File: src/rtl/seven_segment_scanner.sv
`timescale 1ns/1ps
// seven_segment_scanner
//   Time-multiplexes a frame of NUM_DIGITS BCD digits onto one shared segment
//   decoder. Each digit owns a slot of SLOT_CYCLES clocks; its anode is held
//   off for the first BLANK_CYCLES of the slot to suppress ghosting. New
//   frames are double-buffered and only swapped in at scan wrap, so a frame
//   never tears mid-scan.
//
// Ports
//   clk          system clock, rising edge
//   rst_n        asynchronous active-low reset
//   frame_load   one-cycle strobe capturing frame_bcd/frame_dp/frame_en
//   frame_bcd    digit codes, digit i in [4i+3:4i]
//   frame_dp     decimal point per digit, 1 = lit
//   frame_en     digit enable, 0 = digit dark for its slot
//   BCD          code of the current digit (registered)
//   dp           decimal point of the current digit (registered)
//   anode        active-low digit select, at most one bit low (registered)
//   digit_idx    index of the current slot
//   frame_done   one-cycle pulse in the cycle after each scan wrap
module seven_segment_scanner #(
    parameter int unsigned NUM_DIGITS   = 8,
    parameter int unsigned SLOT_CYCLES  = 100000,
    parameter int unsigned BLANK_CYCLES = 1000
) (
    input  logic                    clk,
    input  logic                    rst_n,
    input  logic                    frame_load,
    input  logic [4*NUM_DIGITS-1:0] frame_bcd,
    input  logic [NUM_DIGITS-1:0]   frame_dp,
    input  logic [NUM_DIGITS-1:0]   frame_en,
    output logic [3:0]              BCD,
    output logic                    dp,
    output logic [NUM_DIGITS-1:0]   anode,
    output logic [2:0]              digit_idx,
    output logic                    frame_done
);

    localparam int unsigned CW = (SLOT_CYCLES > 1) ? $clog2(SLOT_CYCLES) : 1;
    localparam logic [CW-1:0] SLOT_LAST = CW'(SLOT_CYCLES - 1);
    localparam logic [CW-1:0] BLANK_END = CW'(BLANK_CYCLES);
    localparam logic [2:0]    IDX_LAST  = 3'(NUM_DIGITS - 1);
    localparam logic [4*NUM_DIGITS-1:0] DASH_FRAME = {NUM_DIGITS{4'ha}};

    logic [CW-1:0]           cnt_q, cnt_d;
    logic [2:0]              idx_q, idx_d;
    logic [4*NUM_DIGITS-1:0] act_bcd_q, act_bcd_d;
    logic [NUM_DIGITS-1:0]   act_dp_q, act_dp_d;
    logic [NUM_DIGITS-1:0]   act_en_q, act_en_d;
    logic [4*NUM_DIGITS-1:0] pend_bcd_q, pend_bcd_d;
    logic [NUM_DIGITS-1:0]   pend_dp_q, pend_dp_d;
    logic [NUM_DIGITS-1:0]   pend_en_q, pend_en_d;
    logic                    pend_valid_q, pend_valid_d;
    logic [3:0]              bcd_q, bcd_d;
    logic                    dp_q, dp_d;
    logic [NUM_DIGITS-1:0]   anode_q, anode_d;
    logic                    done_q, done_d;
    logic                    slot_end;
    logic                    scan_wrap;

    always_comb begin
        slot_end  = (cnt_q == SLOT_LAST);
        scan_wrap = slot_end && (idx_q == IDX_LAST);

        cnt_d = slot_end ? '0 : cnt_q + 1'b1;
        idx_d = idx_q;
        if (slot_end) begin
            idx_d = (idx_q == IDX_LAST) ? '0 : idx_q + 3'd1;
        end

        act_bcd_d    = act_bcd_q;
        act_dp_d     = act_dp_q;
        act_en_d     = act_en_q;
        pend_bcd_d   = pend_bcd_q;
        pend_dp_d    = pend_dp_q;
        pend_en_d    = pend_en_q;
        pend_valid_d = pend_valid_q;

        if (frame_load && !scan_wrap) begin
            pend_bcd_d   = frame_bcd;
            pend_dp_d    = frame_dp;
            pend_en_d    = frame_en;
            pend_valid_d = 1'b1;
        end

        // A load landing exactly on the wrap edge bypasses the pending buffer
        // so it is shown starting with digit 0 of the scan that begins now.
        if (scan_wrap) begin
            pend_valid_d = 1'b0;
            if (frame_load) begin
                act_bcd_d = frame_bcd;
                act_dp_d  = frame_dp;
                act_en_d  = frame_en;
            end else if (pend_valid_q) begin
                act_bcd_d = pend_bcd_q;
                act_dp_d  = pend_dp_q;
                act_en_d  = pend_en_q;
            end
        end

        // Outputs are registered from next-state values so BCD/dp/anode move
        // on the same edge as digit_idx and the low window is exactly
        // SLOT_CYCLES-BLANK_CYCLES cycles.
        bcd_d   = bcd_q;
        dp_d    = dp_q;
        anode_d = '1;
        for (int unsigned i = 0; i < NUM_DIGITS; i++) begin
            if (idx_d == 3'(i)) begin
                bcd_d = act_bcd_d[4*i +: 4];
                dp_d  = act_dp_d[i];
                if (act_en_d[i] && (cnt_d >= BLANK_END)) begin
                    anode_d[i] = 1'b0;
                end
            end
        end

        done_d = scan_wrap;
    end

    always_ff @(posedge clk or negedge rst_n) begin
        if (!rst_n) begin
            cnt_q        <= '0;
            idx_q        <= '0;
            act_bcd_q    <= DASH_FRAME;
            act_dp_q     <= '0;
            act_en_q     <= '1;
            pend_bcd_q   <= '0;
            pend_dp_q    <= '0;
            pend_en_q    <= '0;
            pend_valid_q <= 1'b0;
            bcd_q        <= 4'ha;
            dp_q         <= 1'b0;
            anode_q      <= '1;
            done_q       <= 1'b0;
        end else begin
            cnt_q        <= cnt_d;
            idx_q        <= idx_d;
            act_bcd_q    <= act_bcd_d;
            act_dp_q     <= act_dp_d;
            act_en_q     <= act_en_d;
            pend_bcd_q   <= pend_bcd_d;
            pend_dp_q    <= pend_dp_d;
            pend_en_q    <= pend_en_d;
            pend_valid_q <= pend_valid_d;
            bcd_q        <= bcd_d;
            dp_q         <= dp_d;
            anode_q      <= anode_d;
            done_q       <= done_d;
        end
    end

    assign BCD        = bcd_q;
    assign dp         = dp_q;
    assign anode      = anode_q;
    assign digit_idx  = idx_q;
    assign frame_done = done_q;

endmodule

File: config.mk
export PLATFORM = sky130hd
export DESIGN_NAME = seven_segment_scanner
export DESIGN_NICKNAME = d
export VERILOG_FILES = /design/src/rtl/seven_segment_scanner.sv
export SDC_FILE = /design/constraint.sdc
export NUM_CORES = 1
export LEC_CHECK = 0
export ABC_AREA = 1
export CORE_MARGIN = 4
export CORE_UTILIZATION = 40
export CTS_CLUSTER_SIZE = 20
export DETAILED_ROUTE_END_ITERATION = 16
export PLACE_DENSITY = 0.57
export SYNTH_ARGS = -nofsm -noshare
export SYNTH_HDL_FRONTEND = slang
export SYNTH_SLANG_ARGS = --single-unit
File: constraint.sdc
create_clock -name clk -period 3.42 [get_ports clk]
set_input_delay 1.026 -clock clk [delete_from_list [all_inputs] [get_ports clk]]
set_output_delay 1.026 -clock clk [all_outputs]
set_load 0.02 [all_outputs]
==> impl_metrics.ini <==
[clocking]
cts_setup_buffers = 0
clockRootBuffer = clkbuf_16
cts_buffers = 17
cts_hold_buf = 0
htree_levels = 4
clk_pin_slew_ns = 0.05
cts_tree = built
post_cts_resized = 0
clock_latency_ns = 0.42
clock_path_buffers = 2
cts.sinks = 131

[global_routing]
grt_usage_pct = 17.7
grt_max_degree = 49
grt_pass1_wl_um = 25600
antenna_found_initial = 0
grt_pass1_vias = 5182
grt_overflow = 0

[drt]
drt_first_iter_violations = 232
viasPerCell = 4.81
detail-route-antenna-nets = 0
wire_per_inst_um = 14.8
firstDrtPassIters = 5
drt-total-wl_um = 14900
remaining_drc_errors = 0
vias = 4836

[die]
pin_count = 68
floorplan.rows = 46
start_util_pct = 40.8
core_area_um2 = 15800
dieArea_um2 = 18200
die_w_um = 135
die_h_um = 135

[timing]
finalCritPeriodShare_pct = 77.8
slew_headroom_pct = 40.2
finalSetupViolations = 0
rsz0062_at_grt = false
final_max_slew_viol_count = 0
final.setup.worst_slack_ns = 0.758
clock.fmax_mhz = 376
hold_viol = 0
fin_tns_setup_ns = 0
fin_skew_ns = 0.00819
worst_pin_slew_ns = 0.894
min_period_ns = 2.66

[power_and_ir_drop]
ir_worst_vdd_mv = 0.389
powerDensity_nw_per_um2 = 476
power.total_uw = 3810
leakage_uw = 0.00380

[place]
dp_slack_ns = 0.329
io_buffers = 67
gp_congestion = 0.869
post-dp-hpwl_um = 10600
placed_cell_area_um2 = 7390

[worst_setup_path]
crit_path_max_fanout = 37
critPathMaxStageDelay_ns = 0.57
slowest_stage = clkdlybuf4s50_1
cpMostUsedCell = nand2_1
worstPathArrival_ns = 2.97
critPathKind = input pin to flop
timing.critical_path.buf_inv = 3
end_kind = flop
critical_path.startpoint = frame_load
cpLargestDelayFamily = buffers and inverters
path_cells = clkdlybuf4s50_1 > inv_1 > buf_4 > o22ai_1 > nand2_1 > nand2_1 > nor2_1 > nor2_1 > nand2_1 > nand2_1 > nand2_1 > nand2_1 > nand2_1 > nand2_1 > nand2_1
r2r-start = cnt_q[0]
start_kind = input pin
required_ns = 3.72

[layout]
syn_to_final_growth_pct = 24.1
nNetsFinal = 831
multi_input_area_um2 = 2530
regArea_um2 = 3320
fillers = 1489
num_antenna_cells = 0
drive_gt1_share_pct = 21.4
post-route-cell-area_um2 = 8010

[synth]
ys_ff_latch = 131
synth_area_um2 = 6450
yosys_warnings = 0
async_flop_share_pct = 100
syn_inst = 707
synth_edf_count = 0
synth_fp_nets = 761
avgSynthCellArea_um2 = 9.13
synth_cell_type_count = 35
ys.flop_type = dfrtp_1
ys_seq_area_share_pct = 51.5

[flow_run]
cap_violations = 0

[worst_hold_path]
hp-class = flop to flop
min_from = cnt_q[0]

[status]
status = finished clean
cells in the mapped netlist (4+ instances only):
library cell	instances	area, um2
a21oi_1	12	60.1
a22oi_1	15	113
buf_2	11	55.1
clkbuf_1	9	33.8
dfrtp_1	97	2430
dfstp_2	34	893
inv_1	116	435
inv_2	7	26.3
mux2_2	48	541
nand2_1	176	661
nand2_2	6	37.5
nand3_1	12	60.1
nand3_2	15	150
nor2_1	44	165
nor2_2	7	43.8
nor2_4	5	56.3
nor3_1	4	20.0
o22ai_1	48	300
xor2_1	11	96.3
flip-flops by register name, summed over array words and instances, names as in the netlist:
signal	count
cnt_q	17
digit_idx	3
dp	1
pend_valid_q	1
pend_dp_q	8
anode	8
pend_en_q	8
pend_bcd_q	32
act_en_q	8
frame_done	1
act_bcd_q	32
BCD	4
act_dp_q	8
stage by stage:
stage | cells | utilization (%) | hold slack [ns]
after floorplan | 707 | - | 0.433
after global placement | 974 | 46.7 | 0.447
after detailed placement | 974 | 46.7 | 0.464
after CTS | 1006 | 50.6 | 0.470
after global routing | 1006 | 50.6 | 0.498
final | 1006 | 50.6 | 0.468
final cells by class:
class                           count  area share (%)
Timing Repair Buffer               77            9.91
Inverter                          125            5.89
Clock buffer                       26            6.11
Sequential cell                   131            41.5
Multi-Input combinational cell    425            31.6
Tap cell                          216            3.38
Clock inverter                      6            1.63
routing by layer:
layer / vias up / wire length (um) / global-route usage [%]
met1: 2352 / 6710 / 22.8
met2: 83 / 7440 / 29.7
met5: - / 0 / 0
met4: 0 / 128 / 4.93
li1: 2388 / - / -
met3: 13 / 633 / 4.51
cells in the final DEF (no fill, tap or decap), types with 2 or more instances in the layout:
master | synthesis | final
xor2_1 | 11 | 11
a22oi_1 | 15 | 15
nor3_1 | 4 | 4
nand2_1 | 176 | 176
inv_2 | 7 | 7
ha_1 | 3 | 3
buf_4 | 2 | 7
a21oi_1 | 12 | 12
nand3_1 | 12 | 12
dfrtp_1 | 97 | 97
nand4_1 | 3 | 3
dfstp_2 | 34 | 34
clkbuf_16 | 0 | 17
nor2_4 | 5 | 5
nand3_4 | 2 | 2
mux2_2 | 48 | 48
nand2_4 | 3 | 3
nand2_2 | 6 | 6
nand3_2 | 15 | 15
o22ai_1 | 48 | 48
clkbuf_8 | 0 | 3
clkinv_2 | 0 | 2
bufinv_16 | 0 | 4
nor2_1 | 44 | 44
buf_12 | 0 | 4
clkbuf_1 | 9 | 6
inv_1 | 116 | 116
clkdlybuf4s50_1 | 0 | 66
nor2_2 | 7 | 7
nor3_4 | 2 | 2
o21ai_0 | 3 | 3
power by group:
part	leakage [uW]	internal (uW)	switching [uW]	total, uW
clock	0.000303	1280	642	1920
sequential	0.00144	1610	28.8	1640
combinational	0.00205	136	114	249
total	0.00380	3020	784	3810
worst reg2reg max path, delay by kind of cell (launching register included):
family,cells,cell delay [ns]
adder cells (fa/ha/maj),1,0.24
buffers and inverters,1,0.15
flip-flops,1,0.37
AND/OR/NAND/NOR,14,1.78
path summary, 6_finish.rpt:
kind | endpoint | slack [ns] | depth (start not counted)
max | dp | 0.76 | 15
min | cnt_q[0] | 0.47 | 1
max reg2reg | dp | 0.78 | 16
min reg2reg | cnt_q[0] | 0.47 | 1
max in group asynchronous | act_en_q[1] | 2.04 | 2
min in group asynchronous | pend_bcd_q[4] | 0.62 | 1
cells by family after synthesis:
| logic type | after synthesis | synth area share (%) |
|---|---|---|
| multiplexers | 48 | 8.38 |
| AO/OA/AOI/OAI | 81 | 7.85 |
| flip-flops | 131 | 51.5 |
| XOR/XNOR | 11 | 1.49 |
| buffers and inverters | 151 | 9.50 |
| adder cells (fa/ha/maj) | 3 | 0.582 |
| AND/OR/NAND/NOR | 282 | 20.7 |
No activity file was read; power rests on OpenSTA's default activity.
==> RTL edit 1: new RTL, same settings <==
Put one more register stage on the output `anode`, cleared by the reset. The value now appears one clock later. The other outputs are not delayed to match. Comments in the files are not updated.
--- a/src/rtl/seven_segment_scanner.sv
+++ b/src/rtl/seven_segment_scanner.sv
@@ -151,7 +151,13 @@
 
     assign BCD        = bcd_q;
     assign dp         = dp_q;
-    assign anode      = anode_q;
+    always_ff @(posedge clk or negedge rst_n) begin
+        if (!rst_n) begin
+            anode <= '0;
+        end else begin
+            anode <= anode_q;
+        end
+    end
     assign digit_idx  = idx_q;
     assign frame_done = done_q;
 
Formal check against the unedited RTL: not equivalent (a bounded check fails within 4 cycles, from zero or initial values and one cycle with rst_n low).
==> RTL edit 1 against the original RTL <==
Synthesized cell count is 1.1% higher. Worst setup slack got worse by 0.089 ns. Cell area grew 1.9%. Area after synthesis is 3.1% higher. Power is 0.41% lower. Via count down 0.19%. Count of clock-buffer cells in the layout unchanged. First-iteration DRC count fell by 22%. Wire length grew 0.53%. Global-route usage fell by 0.53 points. Sequential cell count rose by 8. Critical endpoint is now pend_bcd_q[22]$_DFFE_PN0P_. Largest cell class unchanged.
==> RTL edit 1: results (changes against the original RTL) <==
| Metric | Value |
|---|---|
| Status | `completed (unchanged)` |
| GRT Overall Usage | `17.2% (was 17.7%)` |
| Reg-to-Reg End | `pend_bcd_q[22]$_DFFE_PN0P_ (was dp$_DFFE_PN0P_)` |
| DR iter-0 viols | `180 (was 232)` |
| Sequential area share after synthesis | `52.9% (was 51.5%)` |
| Measured slew at the worst slew-check pin | `1.06 ns (was 0.894 ns)` |
| Finished Layout Cells | `1,013 (was 1,006)` |
| Worst EP arrival | `3.05 ns (was 2.97 ns)` |
| Pin count of the biggest net entering global routing | `68 (was 49)` |
| LEAKAGE | `3.84 nW (was 3.80 nW)` |
| Xor-xnor portion of the synthesized cell area | `1.45% (was 1.49%)` |
| Vias in the first global route | `4,965 (was 5,182)` |
| Post-Route WL | `15,000 µm (was 14,900 µm)` |
| Compound-gate portion of the synthesized area | `7.62% (was 7.85%)` |
| Vias | `4,827 (was 4,836)` |
| Cell Count Post-Placement | `981 (was 974)` |
| Clk_skew | `0.00694 ns (was 0.00819 ns)` |
| HPWL Detailed | `10,500 µm (was 10,600 µm)` |
| Placed inst area | `7570 µm² (was 7390 µm²)` |
| Worst Hold Depth | `0 (was 1)` |
| Post-synthesis net count | `769 (was 761)` |
| Multiplexer share of the synthesized area | `8.12% (was 8.38%)` |
| Drt pass-1 iters | `6 (was 5)` |
| Global-route wire length before repair | `25,000 µm (was 25,600 µm)` |
| Worst-case reg-to-reg path depth | `7 (was 16)` |
| Hold Worst Slack | `0.388 ns (was 0.468 ns)` |
| Adder-cell share of the synthesized area | `0.564% (was 0.582%)` |
| Core footprint | `16,100 µm² (was 15,800 µm²)` |
| Dominant cells by area after synthesis | `dfrtp_1 39%, dfstp_2 13%, nand2_1 9.9%, mux2_2 8.1%, inv_1 6.5% (was dfrtp_1 38%, dfstp_2 14%, nand2_1 10%, mux2_2 8.4%, inv_1 6.7%)` |
| GPL Wtd Cong | `0.820 (was 0.869)` |
| Met1 global-route usage | `22.4% (was 22.8%)` |
| Slowest cell on the critical path | `o21ai_4 (was clkdlybuf4s50_1)` |
| Final nets | `838 (was 831)` |
| Hold_sp | `anode_q[5]$_DFF_PN1_ (was cnt_q[0]$_DFF_PN0_)` |
| R2R Setup Slk | `0.67 ns (was 0.78 ns)` |
## RTL edit 1: cell type report
class                      instances  area [µm²]
clock inverter                     6        85.1
tap                              216         270
clock buffer                      26         499
sequential                       139        3520
timing repair buffer              76         777
inverter                         125         472
fill                            1491        7960
multi-input combinational        425        2530
## RTL edit 1: worst max path at each step
stage | endpoint | start | slack (ns) | cells after the start
after global routing | dp$_DFFE_PN0P_ | cnt_q[0]$_DFF_PN0_ | 0.49 | 16
final | pend_bcd_q[22]$_DFFE_PN0P_ | cnt_q[0]$_DFF_PN0_ | 0.67 | 7
after global placement | dp$_DFFE_PN0P_ | frame_load | 0.38 | 15
after detailed placement | dp$_DFFE_PN0P_ | frame_load | 0.34 | 15
after floorplan | anode_q[0]$_DFF_PN1_ | frame_load | 1.12 | 8
after CTS | pend_bcd_q[24]$_DFFE_PN0P_ | cnt_q[0]$_DFF_PN0_ | 0.68 | 7
## RTL edit 1: per-layer routing
layer	part of all wire, %	up-vias
met2	49	63
met5	0	-
li1	-	2417
met1	47	2331
met3	3.3	16
met4	1.3	0
## RTL edit 1: cells by family (layout without fill, tap and decap cells)
group	Yosys count	in the layout
AO/OA/AOI/OAI	81	81
XOR/XNOR	11	11
adder cells (fa/ha/maj)	3	3
buffers and inverters	151	233
flip-flops	139	139
multiplexers	48	48
AND/OR/NAND/NOR	282	282
## RTL edit 1: where the power goes
part           internal, mW  switching [mW]  leakage, nW
Sequential             1.70          0.0276         1.51
Clock                  1.15           0.662        0.281
Combinational         0.135           0.115         2.04
Total                  2.99           0.804         3.84
## RTL edit 1: critical path: cells and delay by family (launching register included)
kind / cells / cell delay, ns
AO/OA/AOI/OAI: 1 / 0.84
buffers and inverters: 2 / 0.52
flip-flops: 1 / 0.36
multiplexers: 1 / 0.36
AND/OR/NAND/NOR: 2 / 0.29
adder cells (fa/ha/maj): 1 / 0.24
==> RTL edit 2: new RTL, same settings <==
Without the edit above. The parameter `NUM_DIGITS` goes from 8 to 10.
--- a/src/rtl/seven_segment_scanner.sv
+++ b/src/rtl/seven_segment_scanner.sv
@@ -19,7 +19,7 @@
 //   digit_idx    index of the current slot
 //   frame_done   one-cycle pulse in the cycle after each scan wrap
 module seven_segment_scanner #(
-    parameter int unsigned NUM_DIGITS   = 8,
+    parameter int unsigned NUM_DIGITS   = 10,
     parameter int unsigned SLOT_CYCLES  = 100000,
     parameter int unsigned BLANK_CYCLES = 1000
 ) (
Interface: changed (resized anode, frame_bcd, frame_dp and frame_en); port bits go from 68 to 82. No check against the original RTL was run, so the function may have changed too.
==> RTL edit 2 against the original RTL <==
Area after synthesis grew 8.2%. Sequential cell count rose by 6. Wire length is 13% higher. Power up 3.4%. Synthesized cell count is 12% higher. Critical path depth down 1. Cell area increased by 6.8%. Worst setup slack got worse by 0.067 ns. Sequential power rose by 4%. Combinational power up 9.6%.
==> RTL edit 2: results (changes against the original RTL) <==
| Metric | Value |
|---|---|
| Slowest cell on the critical path | `dfrtp_1 (was clkdlybuf4s50_1)` |
| Final nets | `928 (was 831)` |
| Reg-to-Reg End | `BCD[2]$_DFFE_PN0P_ (was dp$_DFFE_PN0P_)` |
| Critical-path maximum fanout | `12 (was 37)` |
| Global-route wire length before repair | `29,000 µm (was 25,600 µm)` |
| Peak VDD IR | `0.000339 V (was 0.000389 V)` |
| Worst slew margin | `49.5% (was 40.2%)` |
| LEAKAGE | `4.12 nW (was 3.80 nW)` |
| Max incr delay on CP | `0.46 ns (was 0.57 ns)` |
| Drt pass-1 iters | `4 (was 5)` |
| Compound-gate portion of the synthesized area | `11.0% (was 7.85%)` |
| R2R Setup Slk | `0.69 ns (was 0.78 ns)` |
| GRT Overall Usage | `18.2% (was 17.7%)` |
| Adder-cell share of the synthesized area | `0.179% (was 0.582%)` |
| Vias in the first global route | `5,812 (was 5,182)` |
| DR iter-0 viols | `331 (was 232)` |
| Kind of critical path | `register to register (was input port to register)` |
| Status | `completed (unchanged)` |
| GPL Wtd Cong | `0.858 (was 0.869)` |
| Most frequent cells after synthesis | `186 x nand2_1, 101 x inv_1, 99 x dfrtp_1 (was 176 x nand2_1, 116 x inv_1, 97 x dfrtp_1)` |
| Core footprint | `17,200 µm² (was 15,800 µm²)` |
| Worst EP arrival | `3.03 ns (was 2.97 ns)` |
| HPWL Detailed | `11,900 µm (was 10,600 µm)` |
| Xor-xnor portion of the synthesized cell area | `0.878% (was 1.49%)` |
| Clk_skew | `0.0123 ns (was 0.00819 ns)` |
| Sequential area share after synthesis | `49.8% (was 51.5%)` |
| PortBufs | `71 (was 67)` |
| Worst-case reg-to-reg path depth | `14 (was 16)` |
| Vias | `5,473 (was 4,836)` |
| Count of distinct cell types in the synthesized netlist | `45 (was 35)` |
RTL edit 2: metal layers:
metal | up-vias | part of all wire (%) | track usage [%] | wire [µm]
met5 | - | 0 | 0 | 0
met4 | 0 | 1.4 | 5.10 | 240
met3 | 16 | 3.7 | 4.20 | 625
met2 | 104 | 48 | 29.8 | 8060
met1 | 2634 | 47 | 24.4 | 7900
li1 | 2719 | - | - | -
RTL edit 2: area by class of cell:
type                       instances  area [µm²]
inverter                         115         433
tap                              225         282
clock inverter                     9         135
fill                            1670        8630
clock buffer                      23         498
sequential                       137        3480
multi-input combinational        508        2890
timing repair buffer              85         842
RTL edit 2: worst max-delay path: cells and delay by family (launching register included):
kind	cells	cell delay [ns]
AND/OR/NAND/NOR	10	1.59
flip-flops	1	0.46
AO/OA/AOI/OAI	2	0.30
buffers and inverters	2	0.26
RTL edit 2: metrics by stage:
stage	setup slack, ns	cell area (µm²)	util (%)	cells
5_1_grt	0.343	8550	49.8	1102
6_report	0.691	8550	49.8	1102
2_1_floorplan	1.10	6980	-	791
3_5_place_dp	0.321	7920	46.1	1070
4_1_cts	0.647	8550	49.8	1102
3_3_place_gp	0.348	7920	46.1	1070
RTL edit 2: logic make-up (layout without fill, tap and decap cells):
kind of cell	after synthesis	count (layout)
simple gates	334	334
fa+ha+maj	1	1
compound gates	120	120
flops	137	137
buf+inv	146	232
mux	46	46
xor+xnor	7	7
RTL edit 2: worst min path at each step:
| stage | start | end | slack, ns | cells past startpoint |
|---|---|---|---|---|
| floorplan | cnt_q[0]$_DFF_PN0_ | cnt_q[0]$_DFF_PN0_ | 0.43 | 1 |
| global placement | cnt_q[0]$_DFF_PN0_ | cnt_q[0]$_DFF_PN0_ | 0.45 | 1 |
| detailed placement | cnt_q[0]$_DFF_PN0_ | cnt_q[0]$_DFF_PN0_ | 0.46 | 1 |
| CTS | cnt_q[0]$_DFF_PN0_ | cnt_q[0]$_DFF_PN0_ | 0.47 | 1 |
| global route | cnt_q[0]$_DFF_PN0_ | cnt_q[0]$_DFF_PN0_ | 0.49 | 1 |
| finish | cnt_q[0]$_DFF_PN0_ | cnt_q[0]$_DFF_PN0_ | 0.46 | 1 |
RTL edit 2: where the power goes:
group	leakage [nW]	internal (mW)	switching [mW]	total, mW
Combinational	2.28	0.142	0.130	0.273
Sequential	1.54	1.68	0.0300	1.71
Clock	0.302	1.25	0.702	1.95
